`src/rtl/sipo_frame_pkg.sv`:
```
// -----------------------------------------------------------------------------
// sipo_frame_pkg
// Shared types and helpers for the multi-lane SIPO frame collector.
//   sipo_state_t : collector state (FILL = collecting beats, FULL = frame held)
//   eff_len()    : maps a requested frame length onto the usable range 1..depth
// -----------------------------------------------------------------------------
package sipo_frame_pkg;

    typedef enum logic {
        FILL = 1'b0,
        FULL = 1'b1
    } sipo_state_t;

    // A length of 0, or one longer than the register, selects the full depth.
    function automatic int unsigned eff_len(input int unsigned len_req,
                                            input int unsigned depth);
        int unsigned v;
        if ((len_req == 32'd0) || (len_req > depth)) begin
            v = depth;
        end else begin
            v = len_req;
        end
        return v;
    endfunction

endpackage

```
`src/rtl/sipo_lane.sv`:
```
// -----------------------------------------------------------------------------
// sipo_lane
// One serial lane: a DEPTH-bit shift register plus a running ones-count.
// Ports:
//   clk, reset      : clock, asynchronous active-high reset
//   clear           : synchronous abort, zeroes register and count
//   shift           : accept one bit from 'in' this cycle
//   restart         : drop the current contents first (new frame / frame taken)
//   dir             : 1 = new bit enters MSB (right shift), 0 = enters LSB
//   in              : serial bit
//   data, ones      : register contents and ones-count
// -----------------------------------------------------------------------------
module sipo_lane
    import sipo_frame_pkg::*;
#(
    parameter int DEPTH = 16,
    parameter int CNT_W = $clog2(DEPTH + 1)
) (
    input  logic             clk,
    input  logic             reset,
    input  logic             clear,
    input  logic             shift,
    input  logic             restart,
    input  logic             dir,
    input  logic             in,
    output logic [DEPTH-1:0] data,
    output logic [CNT_W-1:0] ones
);

    logic [DEPTH-1:0] r_data;
    logic [CNT_W-1:0] r_ones;
    logic [DEPTH-1:0] w_first_msb;
    logic [DEPTH-1:0] w_first_lsb;
    logic [CNT_W-1:0] w_in_ext;

    // A restart-with-shift loads the bit as if shifted into an all-zero register.
    assign w_first_msb = {in, {(DEPTH-1){1'b0}}};
    assign w_first_lsb = {{(DEPTH-1){1'b0}}, in};
    assign w_in_ext    = {{(CNT_W-1){1'b0}}, in};

    // Shift register and ones-counter update.
    always_ff @(posedge clk or posedge reset) begin
        if (reset) begin
            r_data <= {DEPTH{1'b0}};
            r_ones <= {CNT_W{1'b0}};
        end else if (clear) begin
            r_data <= {DEPTH{1'b0}};
            r_ones <= {CNT_W{1'b0}};
        end else if (restart) begin
            if (shift) begin
                r_data <= dir ? w_first_msb : w_first_lsb;
                r_ones <= w_in_ext;
            end else begin
                r_data <= {DEPTH{1'b0}};
                r_ones <= {CNT_W{1'b0}};
            end
        end else if (shift) begin
            r_data <= dir ? {in, r_data[DEPTH-1:1]} : {r_data[DEPTH-2:0], in};
            r_ones <= r_ones + w_in_ext;
        end else begin
            r_data <= r_data;
            r_ones <= r_ones;
        end
    end

    assign data = r_data;
    assign ones = r_ones;

endmodule

```
`src/rtl/sipo_frame_shift.sv`:
```
// -----------------------------------------------------------------------------
// sipo_frame_shift
// Multi-lane handshaked serial-in/parallel-out frame collector.
// Ports:
//   clk, reset            : clock, asynchronous active-high reset
//   clear                 : synchronous abort of partial or held frame
//   dir, len              : shift direction / frame length, latched at frame start
//   in_valid/in_ready     : beat handshake, in_data carries one bit per lane
//   out_valid/out_ready   : frame handshake
//   out_data              : lane i at [i*DEPTH +: DEPTH]
//   out_ones              : lane i ones-count at [i*CNT_W +: CNT_W]
// -----------------------------------------------------------------------------
module sipo_frame_shift
    import sipo_frame_pkg::*;
#(
    parameter  int LANES = 4,
    parameter  int DEPTH = 16,
    localparam int CNT_W = $clog2(DEPTH + 1)
) (
    input  logic                   clk,
    input  logic                   reset,
    input  logic                   clear,
    input  logic                   dir,
    input  logic [CNT_W-1:0]       len,
    input  logic                   in_valid,
    output logic                   in_ready,
    input  logic [LANES-1:0]       in_data,
    output logic                   out_valid,
    input  logic                   out_ready,
    output logic [LANES*DEPTH-1:0] out_data,
    output logic [LANES*CNT_W-1:0] out_ones
);

    sipo_state_t      r_state;
    logic [CNT_W-1:0] r_cnt;
    logic             r_dir;
    logic [CNT_W-1:0] r_len;

    logic             w_accept;
    logic             w_start;
    logic             w_restart;
    logic [CNT_W-1:0] w_len_in;
    logic [CNT_W-1:0] w_len_cur;
    logic             w_dir_cur;

    assign in_ready  = !clear && ((r_state == FILL) || out_ready);
    assign w_accept  = in_valid && in_ready;

    // In FULL the counter rests at 0, so an accepted beat there also starts a frame.
    assign w_start   = w_accept && ((r_state == FULL) || (r_cnt == {CNT_W{1'b0}}));
    assign w_restart = (r_state == FULL) && out_ready && !clear;

    assign w_len_in  = CNT_W'(eff_len(32'(len), 32'(DEPTH)));
    // The starting beat must already use the new dir/len, not the stale latch.
    assign w_len_cur = w_start ? w_len_in : r_len;
    assign w_dir_cur = w_start ? dir : r_dir;

    // Frame FSM, beat counter and per-frame dir/len latch.
    always_ff @(posedge clk or posedge reset) begin
        if (reset) begin
            r_state <= FILL;
            r_cnt   <= {CNT_W{1'b0}};
            r_dir   <= 1'b1;
            r_len   <= CNT_W'(DEPTH);
        end else if (clear) begin
            r_state <= FILL;
            r_cnt   <= {CNT_W{1'b0}};
        end else begin
            if (w_start) begin
                r_dir <= dir;
                r_len <= w_len_in;
            end
            case (r_state)
                FILL: begin
                    if (w_accept) begin
                        if (r_cnt == (w_len_cur - CNT_W'(1))) begin
                            r_state <= FULL;
                            r_cnt   <= {CNT_W{1'b0}};
                        end else begin
                            r_state <= FILL;
                            r_cnt   <= r_cnt + CNT_W'(1);
                        end
                    end
                end
                FULL: begin
                    if (out_ready) begin
                        if (in_valid) begin
                            // Single-beat frames complete on the restarting beat.
                            if (w_len_in == CNT_W'(1)) begin
                                r_state <= FULL;
                                r_cnt   <= {CNT_W{1'b0}};
                            end else begin
                                r_state <= FILL;
                                r_cnt   <= CNT_W'(1);
                            end
                        end else begin
                            r_state <= FILL;
                            r_cnt   <= {CNT_W{1'b0}};
                        end
                    end
                end
                default: begin
                    r_state <= FILL;
                    r_cnt   <= {CNT_W{1'b0}};
                end
            endcase
        end
    end

    assign out_valid = (r_state == FULL);

    genvar g;
    generate
        for (g = 0; g < LANES; g++) begin : g_lane
            logic [DEPTH-1:0] w_data;
            logic [CNT_W-1:0] w_ones;

            sipo_lane #(
                .DEPTH (DEPTH),
                .CNT_W (CNT_W)
            ) u_lane (
                .clk     (clk),
                .reset   (reset),
                .clear   (clear),
                .shift   (w_accept),
                .restart (w_restart),
                .dir     (w_dir_cur),
                .in      (in_data[g]),
                .data    (w_data),
                .ones    (w_ones)
            );

            assign out_data[g*DEPTH +: DEPTH] = w_data;
            assign out_ones[g*CNT_W +: CNT_W] = w_ones;
        end
    endgenerate

endmodule

```
`config.mk`:
```
export PLATFORM = sky130hd
export DESIGN_NAME = sipo_frame_shift
export DESIGN_NICKNAME = d
export VERILOG_FILES = /design/src/rtl/sipo_frame_pkg.sv /design/src/rtl/sipo_lane.sv /design/src/rtl/sipo_frame_shift.sv
export SDC_FILE = /design/constraint.sdc
export NUM_CORES = 1
export LEC_CHECK = 0
export BUFFER_PORTS_ARGS = -buffer_cell sky130_fd_sc_hd__buf_4
export CELL_PAD_IN_SITES_DETAIL_PLACEMENT = 2
export CELL_PAD_IN_SITES_GLOBAL_PLACEMENT = 2
export CORE_ASPECT_RATIO = 1.4
export CORE_UTILIZATION = 34
export DETAILED_ROUTE_END_ITERATION = 6
export PLACE_DENSITY = 0.92
export SLEW_MARGIN = 10
export SYNTH_ARGS = -nofsm -noshare
export SYNTH_HDL_FRONTEND = slang
export SYNTH_SLANG_ARGS = --single-unit
```
`constraint.sdc`:
```
create_clock -name clk -period 4.52 [get_ports clk]
set_clock_uncertainty 0.2 [all_clocks]
set_input_delay 0.904 -clock clk [delete_from_list [all_inputs] [get_ports clk]]
set_output_delay 0.904 -clock clk [all_outputs]
set_load 0.05 [all_outputs]
```
==> run_results.csv <==
group,metric,value,unit
drt,drc,0,
flow_run,cap_violations,0,
cells_and_area,final_util,44.4,%
placement,dp.cells,744,
critical_path,r2r_slack,480,ps
critical_path,crit_path_start_kind,"flop",
synth,yosysWarnings,0,
drt,wire_per_inst,20.2,um
sta,finalSetupViolations,0,
sta,tns,0,ps
synth,synth_top_area_share,49.2,%
placement,routabilityCongestion,0.782,
placement,place_ws,465,ps
cts,clock_path_buffers,2,
die,start_util,35.2,%
drt,wirelength,15400,um
cts,clk_latency,350,ps
hold_path,holdPathEnd,"r_len[4]$_DFFE_PP1N_",
hold_path,worst_hold_path.num_cells,2,
grt,grt_max_degree,72,
synth,ys_ff_latch,96,
critical_path,arrival,4080,ps
drt,ant_nets,0,
critical_path,reg2reg_to,"r_cnt[3]$_DFFE_PP0P_",
cts,cts.clk_slew.worst_paths,70,ps
pwr,leakage,2.91,nW
sta,min_period,4040,ps
die,boundaryPins,101,
pwr,vdd_drop_max,0.000209,V
drt,drtIter0Drc,88,
critical_path,rr_worst_depth,14,
placement,port_buffers,100,
synth,yosysUniqueCellTypes,44,
synth,synthCells,481,
cells_and_area,antenna_cells,0,
placement,post-dp-hpwl,11100,um
synth,yosysTopAreaCell,"dfrtp_1",
sta,fmax,248,MHz
critical_path,worst_ep_required_time,4560,ps
cts,cts_resized,0,
drt,met2_length,8560,um
sta,period_share,89.3,%
die,chipHeight,142,um
drt,routed_via_density,5.31,
critical_path,critPathCaptureType,"flop",
die,die_x,102,um
cts,cts.sinks,96,
critical_path,rr_startpoint,"r_cnt[0]$_DFFE_PP0P_",
grt,grt_first_pass_wirelength,24900,um
grt,antenna_found_initial,0,
drt,vias,4032,
cts,cts_setup_buffers,0,
sta,worst_slack,482,ps
grt,grt.total_usage,22.4,%
die,num_rows,50,
sta,slew_violations,0,
cts,clockRootBuffer,"clkbuf_16",
synth,syn-num-nets,508,
sta,rsz0062_at_grt,"no",
cts,h-tree-depth,3,
placement,dpl_cell_area,5730,um2
cells_and_area,final_layout_size_suffix_gt1_share,23.7,%
sta,final_hold_viol_count,0,
sta,tightest_slew,1040,ps
critical_path,crit_fanout,9,
drt,top_layer,"met4",
pwr,powerDensity,364,nW/um2
grt,grt_pass1_vias,4578,
cells_and_area,stdcell_count,760,
die,die_area,14600,um2
status,status,"complete, no violations",
die,coreArea,13600,um2
sta,relSlewSlack,30.7,%
hold_path,hold_start,"r_len[4]$_DFFE_PP1N_",
synth,avgSynthCellArea,9.94,um2
synth,yosysSeqAreaShare,50.3,%
cts,numCtsBuffers,9,
cells_and_area,design_area,6030,um2
drt,wl_met1,6120,um
sta,hold_slack,325,ps
critical_path,critPathKind,"reg -> reg",
synth,async_flop_share,100,%
synth,synth_edf_count,0,
grt,grt_overflow_total,0,
drt,first_pass_iters,4,
drt,met3_length,461,um
pwr,power,2.20,mW
cells_and_area,area_growth_syn_to_layout,26.1,%
synth,yosys-top-cells-area,"dfrtp_1 49%, mux2i_1 13%, o21ai_0 7.2%",
cells_and_area,nets,600,
hold_path,hp-class,"reg -> reg",
cts,cts_tree,"built",
synth,netlist_area,4780,um2
cts,hold_buffers,0,
synth,synth-main-ff-cell,"dfrtp_1",
==> kinds of logic (layout without fill, tap and decap cells) <==
| family | count (synthesis) | after routing | synth area share, % |
|---|---|---|---|
| compound gates | 104 | 104 | 12.8 |
| simple gates | 148 | 148 | 13.3 |
| fa+ha+maj | 12 | 12 | 3.14 |
| xor+xnor | 16 | 16 | 2.93 |
| flops | 96 | 96 | 50.3 |
| mux | 66 | 66 | 14.2 |
| buf+inv | 39 | 136 | 3.27 |
==> synth_stat cells, types with 2 or more instances <==
library cell  number
a211o_1            2
a211oi_1           2
a21o_1             3
a21oi_1           12
a31oi_1            2
a32oi_1            4
and3_1             2
buf_1              3
buf_2              2
clkbuf_1          20
dfrtp_1           94
dfstp_2            2
ha_1              12
inv_1             12
mux2_2             3
mux2i_1           61
nand2_1           88
nand2b_1           2
nand3_1            4
nand4_1           10
nor2_1            29
nor2b_1            5
o21ai_0           69
o221ai_1           3
or3_1              2
xnor2_1            3
xor2_1            13
==> cell type report <==
class                   instances  area (um2)
inverters                      13        51.3
clock inverters                 6        70.1
clock buffers                  10         229
repair buffers                107         803
well taps                     182         228
multi-input cells             346        2240
flip-flops and latches         96        2400
fillers                      1487        7550
==> metal layers <==
| metal | up-vias | GRT usage [%] |
|---|---|---|
| met2 | 77 | 41.7 |
| met1 | 2083 | 25.8 |
| met5 | - | 0 |
| met3 | 17 | 3.68 |
| met4 | 0 | 6.17 |
| li1 | 1855 | - |
==> how the worst max path moves through the flow <==
stage | from | endpoint | slack (ps) | depth (start not counted)
after floorplan | out_ready | r_cnt[3]$_DFFE_PP0P_ | 730 | 12
after global placement | clear | r_cnt[3]$_DFFE_PP0P_ | 700 | 13
after detailed placement | clear | r_cnt[3]$_DFFE_PP0P_ | 460 | 13
after CTS | r_cnt[0]$_DFFE_PP0P_ | r_cnt[3]$_DFFE_PP0P_ | 450 | 14
after global routing | r_cnt[0]$_DFFE_PP0P_ | r_cnt[3]$_DFFE_PP0P_ | 290 | 14
final | r_cnt[0]$_DFFE_PP0P_ | r_cnt[3]$_DFFE_PP0P_ | 480 | 14
==> sequential cells by signal (all words and copies together), names as in the netlist <==
| name | count |
|---|---|
| out_valid | 1 |
| g_lane.u_lane.ones | 20 |
| r_cnt | 5 |
| g_lane.u_lane.data | 64 |
| r_len | 5 |
| r_dir | 1 |
==> critical path, cell delays in order (launching register included) <==
cell	delay, ps
dfrtp_1	450
inv_1	150
ha_1	150
or4b_1	430
a211o_1	330
buf_4	200
nand2_1	80
o21ai_0	140
inv_1	100
ha_1	220
nand3_1	100
or3_4	360
a2111oi_4	600
nor4_1	110
a211o_1	300
==> cell usage in the layout (no fill, tap or decap), types with 3 or more instances in the layout <==
master,Yosys,routed
buf_4,0,107
dfrtp_1,94,94
nand2_1,88,88
o21ai_0,69,69
mux2i_1,61,60
nor2_1,29,28
xor2_1,13,13
a21oi_1,12,12
ha_1,12,12
inv_1,12,11
nand4_1,10,10
clkbuf_16,0,9
nor2b_1,5,5
a32oi_1,4,4
nand3_1,4,4
a21o_1,3,3
o221ai_1,3,3
mux2_2,3,3
xnor2_1,3,3
clkinvlp_4,0,3
==> power by group <==
part	internal, mW	switching [mW]
Clock	0.431	0.349
Sequential	0.896	0.0324
Combinational	0.174	0.314
Total	1.50	0.696
(Power assumes the default switching activity.)
